$ cat src/rtl/mdu_pkg.sv
// Shared definitions for the multiply/divide unit: op encodings, FSM states
// and the iteration count of the radix-2 datapath.
package mdu_pkg;

  localparam int ITER  = 32;
  localparam int CNT_W = $clog2(ITER);

  typedef enum logic [2:0] {
    OP_MULT  = 3'd0,
    OP_MULTU = 3'd1,
    OP_DIV   = 3'd2,
    OP_DIVU  = 3'd3,
    OP_MTHI  = 3'd4,
    OP_MTLO  = 3'd5
  } op_e;

  typedef enum logic [1:0] {
    S_IDLE = 2'd0,
    S_RUN  = 2'd1,
    S_FIX  = 2'd2
  } state_e;

endpackage

$ cat src/rtl/mdu_core.sv
// One radix-2 step: shift-add for multiply, restoring subtract for divide.
// acc holds the partial product high half / partial remainder; work holds
// the multiplier / dividend, which is shifted out as result bits shift in.
module mdu_core #(
  parameter int WIDTH = 32
) (
  input  logic             is_div,
  input  logic [WIDTH-1:0] acc,
  input  logic [WIDTH-1:0] work,
  input  logic [WIDTH-1:0] operand,
  output logic [WIDTH-1:0] acc_next,
  output logic [WIDTH-1:0] work_next
);

  logic [WIDTH:0]   sum;
  logic [WIDTH:0]   rem_sh;
  logic [WIDTH-1:0] diff;
  logic             borrow;

  always_comb begin
    sum       = {1'b0, acc} + (work[0] ? {1'b0, operand} : '0);
    rem_sh    = {acc, work[WIDTH-1]};
    borrow    = rem_sh < {1'b0, operand};
    // When no borrow the true difference is below the divisor, so the
    // truncated subtraction is exact; a zero divisor simply shifts a through.
    diff      = rem_sh[WIDTH-1:0] - operand;
    acc_next  = sum[WIDTH:1];
    work_next = {sum[0], work[WIDTH-1:1]};
    if (is_div) begin
      acc_next  = borrow ? rem_sh[WIDTH-1:0] : diff;
      work_next = {work[WIDTH-2:0], ~borrow};
    end
  end

endmodule

$ cat src/rtl/mdu.sv
// Iterative MIPS-style multiply/divide unit owning HI/LO. Operands are
// reduced to magnitudes at accept; signs are reapplied in the FIX state.
module mdu
  import mdu_pkg::*;
#(
  parameter int WIDTH = 32
) (
  input  logic             clock,
  input  logic             resetn,
  input  logic             start,
  input  logic [2:0]       op,
  input  logic [WIDTH-1:0] a,
  input  logic [WIDTH-1:0] b,
  input  logic             cancel,
  output logic             busy,
  output logic             done,
  output logic [WIDTH-1:0] hi,
  output logic [WIDTH-1:0] lo
);

  state_e             state_reg, state_next;
  logic [CNT_W-1:0]   cnt_reg;
  logic [WIDTH-1:0]   acc_reg, work_reg, opnd_reg, hi_reg, lo_reg;
  logic               is_div_reg, neg_q_reg, neg_a_reg, done_reg;

  logic               accept, is_muldiv, is_signed, op_div, sign_a, sign_b;
  logic [WIDTH-1:0]   mag_a, mag_b, acc_step, work_step, fix_hi, fix_lo;
  logic [2*WIDTH-1:0] prod_raw, prod_fix;

  assign accept    = start && !cancel && (state_reg == S_IDLE);
  assign is_muldiv = op inside {OP_MULT, OP_MULTU, OP_DIV, OP_DIVU};
  assign is_signed = (op == OP_MULT) || (op == OP_DIV);
  assign op_div    = (op == OP_DIV) || (op == OP_DIVU);
  assign sign_a    = is_signed && a[WIDTH-1];
  assign sign_b    = is_signed && b[WIDTH-1];
  assign mag_a     = sign_a ? -a : a;
  assign mag_b     = sign_b ? -b : b;

  mdu_core #(.WIDTH(WIDTH)) u_core (
    .is_div    (is_div_reg),
    .acc       (acc_reg),
    .work      (work_reg),
    .operand   (opnd_reg),
    .acc_next  (acc_step),
    .work_next (work_step)
  );

  // Remainder takes the sign of the dividend; quotient/product take sa^sb.
  always_comb begin
    prod_raw = {acc_reg, work_reg};
    prod_fix = neg_q_reg ? -prod_raw : prod_raw;
    fix_hi   = prod_fix[2*WIDTH-1:WIDTH];
    fix_lo   = prod_fix[WIDTH-1:0];
    if (is_div_reg) begin
      fix_hi = neg_a_reg ? -acc_reg : acc_reg;
      fix_lo = neg_q_reg ? -work_reg : work_reg;
    end
  end

  always_comb begin
    state_next = state_reg;
    case (state_reg)
      S_IDLE:  if (accept && is_muldiv) state_next = S_RUN;
      S_RUN:   if (cancel) state_next = S_IDLE;
               else if (cnt_reg == CNT_W'(ITER - 1)) state_next = S_FIX;
      S_FIX:   state_next = S_IDLE;
      default: state_next = S_IDLE;
    endcase
  end

  always_ff @(posedge clock or negedge resetn) begin
    if (!resetn) state_reg <= S_IDLE;
    else         state_reg <= state_next;
  end

  always_ff @(posedge clock or negedge resetn) begin
    if (!resetn) begin
      cnt_reg    <= '0;
      acc_reg    <= '0;
      work_reg   <= '0;
      opnd_reg   <= '0;
      hi_reg     <= '0;
      lo_reg     <= '0;
      is_div_reg <= 1'b0;
      neg_q_reg  <= 1'b0;
      neg_a_reg  <= 1'b0;
      done_reg   <= 1'b0;
    end else begin
      done_reg <= 1'b0;
      if (accept && op == OP_MTHI) hi_reg <= a;
      if (accept && op == OP_MTLO) lo_reg <= a;
      if (accept && is_muldiv) begin
        cnt_reg    <= '0;
        acc_reg    <= '0;
        work_reg   <= mag_a;
        opnd_reg   <= mag_b;
        is_div_reg <= op_div;
        neg_q_reg  <= sign_a ^ sign_b;
        neg_a_reg  <= sign_a;
      end
      if (state_reg == S_RUN && !cancel) begin
        acc_reg  <= acc_step;
        work_reg <= work_step;
        cnt_reg  <= cnt_reg + CNT_W'(1);
      end
      if (state_reg == S_FIX && !cancel) begin
        hi_reg   <= fix_hi;
        lo_reg   <= fix_lo;
        done_reg <= 1'b1;
      end
    end
  end

  assign busy = (state_reg != S_IDLE);
  assign done = done_reg;
  assign hi   = hi_reg;
  assign lo   = lo_reg;

endmodule
$ cat config.mk
export PLATFORM = sky130hd
export DESIGN_NAME = mdu
export DESIGN_NICKNAME = d
export VERILOG_FILES = /design/src/rtl/mdu_pkg.sv /design/src/rtl/mdu_core.sv /design/src/rtl/mdu.sv
export SDC_FILE = /design/constraint.sdc
export NUM_CORES = 1
export LEC_CHECK = 0
export CAP_MARGIN = 10
export CORE_MARGIN = 4
export CORE_UTILIZATION = 35
export CTS_CLUSTER_SIZE = 30
export DETAILED_ROUTE_END_ITERATION = 10
export GPL_ROUTABILITY_DRIVEN = 0
export PLACE_DENSITY = 0.55
export SYNTH_ARGS = -nofsm -noshare
export SYNTH_HDL_FRONTEND = slang
export SYNTH_HIERARCHICAL = 1
export SYNTH_SLANG_ARGS = --single-unit
$ cat constraint.sdc
create_clock -name clock -period 3.3 [get_ports clock]
set_input_delay 0.99 -clock clock [delete_from_list [all_inputs] [get_ports clock]]
set_output_delay 0.99 -clock clock [all_outputs]
set_load 0.01 [all_outputs]
==> flow_metrics.env <==
export IMPL_status="finished, final reports clean"
export IMPL_grt_pass1_wl_mm=90.4
export IMPL_cp_max_fo=7
export IMPL_vias_per_cell=5.62
export IMPL_area_growth_pct=30.7
export IMPL_tns_ps=0
export IMPL_hp_class="primary input to asynchronous set/reset pin"
export IMPL_synth_most_common_cell="nand2_1"
export IMPL_yosysTopAreaCell="dfrtp_1"
export IMPL_synthMuxAreaShare=0.0611
export IMPL_slowest_delay_ps=450
export IMPL_die_w_um=218
export IMPL_synth_flop_cell="dfrtp_1"
export IMPL_antenna_found_initial=1
export IMPL_first_global_vias=15500
export IMPL_critPathLaunchType="register"
export IMPL_total_power_w=0.0159
export IMPL_io_buffers=136
export IMPL_clkTransAtPathRegs_ps=70
export IMPL_cp_end_kind="register"
export IMPL_antennaDiodeCount=0
export IMPL_required_ps=3680
export IMPL_clock_sinks=171
export IMPL_final_nets=2425
export IMPL_overflow=0
export IMPL_core_area_mm2=0.0433
export IMPL_max_vdd_ir_drop_v=0.000366
export IMPL_rsz0062_at_grt="yes"
export IMPL_grt_start_max_net_pins=102
export IMPL_drive_gt1_frac=0.194
export IMPL_mappedNetlistNets=2134
export IMPL_finalSetupViolCount=0
export IMPL_power_leakage_nw=8.70
export IMPL_cp_arrival_ps=3670
export IMPL_cts_tree="done"
export IMPL_hpwl_mm=43.7
export IMPL_syn_inst=1991
export IMPL_synth_xor_area_share=0.0895
export IMPL_worstSkewPairLatency_ps=510
export IMPL_syn_cell_area_mm2=0.0154
export IMPL_h_tree_depth=4
export IMPL_cap_violations=0
export IMPL_worstMarginPinSlew_ps=797
export IMPL_die_y_um=218
export IMPL_die_area_mm2=0.0473
export IMPL_num_rows=76
export IMPL_cts_root_buf="clkbuf_16"
export IMPL_post_drt_wl_per_cell_um=20.2
export IMPL_max_freq_mhz=304
export IMPL_synth_top_family_by_area="simple AND/OR/NAND/NOR gates"
export IMPL_synth_avg_cell_area_um2=7.72
export IMPL_synth_edf_count=0
export IMPL_drv_slew=0
export IMPL_cts_buffers=17
export IMPL_final_setup_skew_ps=18.3
export IMPL_design_area_mm2=0.0201
export IMPL_power_density_mw_per_mm2=794
export IMPL_yosysUniqueCellTypes=85
export IMPL_synth_compound_area_frac=0.223
export IMPL_cts_hold_buf=0
export IMPL_start_util=0.355
export IMPL_grt_usage=0.242
export IMPL_synthAdderAreaFrac=0.0596
export IMPL_synth_seq_area_share=0.278
export IMPL_hold_viol=0
export IMPL_synthTopCellsByArea="dfrtp_1 (28%), nand2_1 (8.1%), o21ai_0 (6.0%)"
export IMPL_vias=16200
export IMPL_layout_worst_path_cycle_share=0.996
export IMPL_yosys_top_cells_count="nand2_1 (332), o21ai_0 (183), dfrtp_1 (171)"
export IMPL_yosysTopAreaCellShare=0.278
export IMPL_clockBufferDepth=2
export IMPL_place_area_mm2=0.0190
export IMPL_ys_async_sr_fraction=1.00
export IMPL_synthSimpleGateAreaFrac=0.244
export IMPL_dr_pass1_iters=5
export IMPL_relSlewSlack=0.469
export IMPL_drt_initial_drc_count=1437
export IMPL_hold_slack_ps=321
export IMPL_ant_nets=0
export IMPL_drcViolationCount=0
export IMPL_timing_worst_setup_path_type="register to register"
export IMPL_wl_mm=58.2
export IMPL_crit_slowest_cell="dfrtp_2"
export IMPL_io_pins=137
export IMPL_period_needed_ps=3290
export IMPL_path_cells="and2_4, ha_4, fa_2, a211oi_4, o21ai_2, a41oi_2, buf_6, a2111oi_4, o21ai_2, buf_6, o21ai_4, o41a_1, xnor2_1, mux2i_1, nand2_1, o21ai_1"
export IMPL_ys_warnings_count=6
export IMPL_ys_ff_latch=171
==> layout make-up <==
class / count / area [um^2]
timing repair buffer: 389 / 3410
fill: 4287 / 23200
multi-input combinational: 1643 / 10900
clock buffer: 18 / 439
tap: 585 / 732
clock inverter: 14 / 135
sequential: 171 / 4290
inverter: 60 / 225
==> metal layers <==
metal,up-vias,wire length [um],track usage
met1,7780,26400,0.339
met5,-,13,0
met2,581,26500,0.384
met3,81,3760,0.0418
met4,2,1550,0.0750
li1,7738,-,-
==> worst max-delay path, delay by kind of cell, from the launching register on <==
kind / cells / cell delay, ps
muxes: 1 / 90
DFF: 1 / 450
xor gates and xnor gates: 1 / 160
buffers and inverters: 2 / 300
AOI/OAI and AO/OA: 8 / 1360
and+or+nand+nor: 2 / 230
adders and majority gates: 2 / 580
==> stage by stage <==
stage	util	setup slack, ps	std cells
6_report	0.464	12.5	2880
5_1_grt	0.464	-118	2880
4_1_cts	0.456	-3.43	2874
3_5_place_dp	0.439	-393	2837
3_3_place_gp	0.439	-388	2837
2_1_floorplan	-	48.6	1991
==> placed cells by master (no fill, tap or decap), types with 7 or more instances in the layout <==
cell type,count
nand2_1,332
buf_4,238
o21ai_0,173
dfrtp_1,165
clkdlybuf4s50_1,135
nor2_1,119
a21oi_1,119
xnor2_1,84
xor2_1,73
inv_1,59
mux2_2,59
ha_1,57
a31oi_1,46
and3_1,43
nor3_1,43
and2_1,39
nand3_1,33
a21o_1,32
mux2i_1,26
o21ai_1,25
o31ai_1,24
nor4_1,22
nand4_1,22
clkbuf_16,17
or3_1,16
or4_1,15
nand2b_1,14
a211oi_1,13
ha_4,13
nor2b_1,12
or2_2,11
buf_12,11
o41ai_1,10
o21bai_1,9
a22oi_1,8
a21oi_2,8
a21boi_0,7
o22ai_1,7
a221oi_1,7
o211ai_1,7
==> final timing paths <==
kind	startpoint	to	slack (ps)	cells past startpoint
max in group asynchronous	resetn	is_div_reg	2090	2
setup reg to reg	work_reg[0]	acc_reg[29]	10	16
setup / recovery	work_reg[0]	acc_reg[29]	10	16
min in group clock	cnt_reg[3]	cnt_reg[3]	480	1
hold reg to reg	cnt_reg[3]	cnt_reg[3]	480	1
hold / removal	resetn	acc_reg[3]	320	1
==> timing repair <==
item / CTS / global route
setup buffers: 6 / 6
resized for setup: 22 / 59
endpoints found under the setup margin: 30 / 31
pin swaps: 8 / 23
==> cells by family (layout without fill, tap and decap cells) <==
family | Yosys count | in the layout
and+or+nand+nor | 769 | 769
AOI/OAI and AO/OA | 559 | 559
buffers and inverters | 177 | 481
DFF | 171 | 171
xor gates and xnor gates | 157 | 157
muxes | 86 | 86
adders and majority gates | 72 | 72
==> power by group <==
part	internal (W)	total, W	switching (W)
clock	0.00107	0.00211	0.00104
combinational	0.00480	0.0104	0.00563
sequential	0.00267	0.00341	0.000737
total	0.00854	0.0159	0.00741
(Power assumes the default switching activity.)
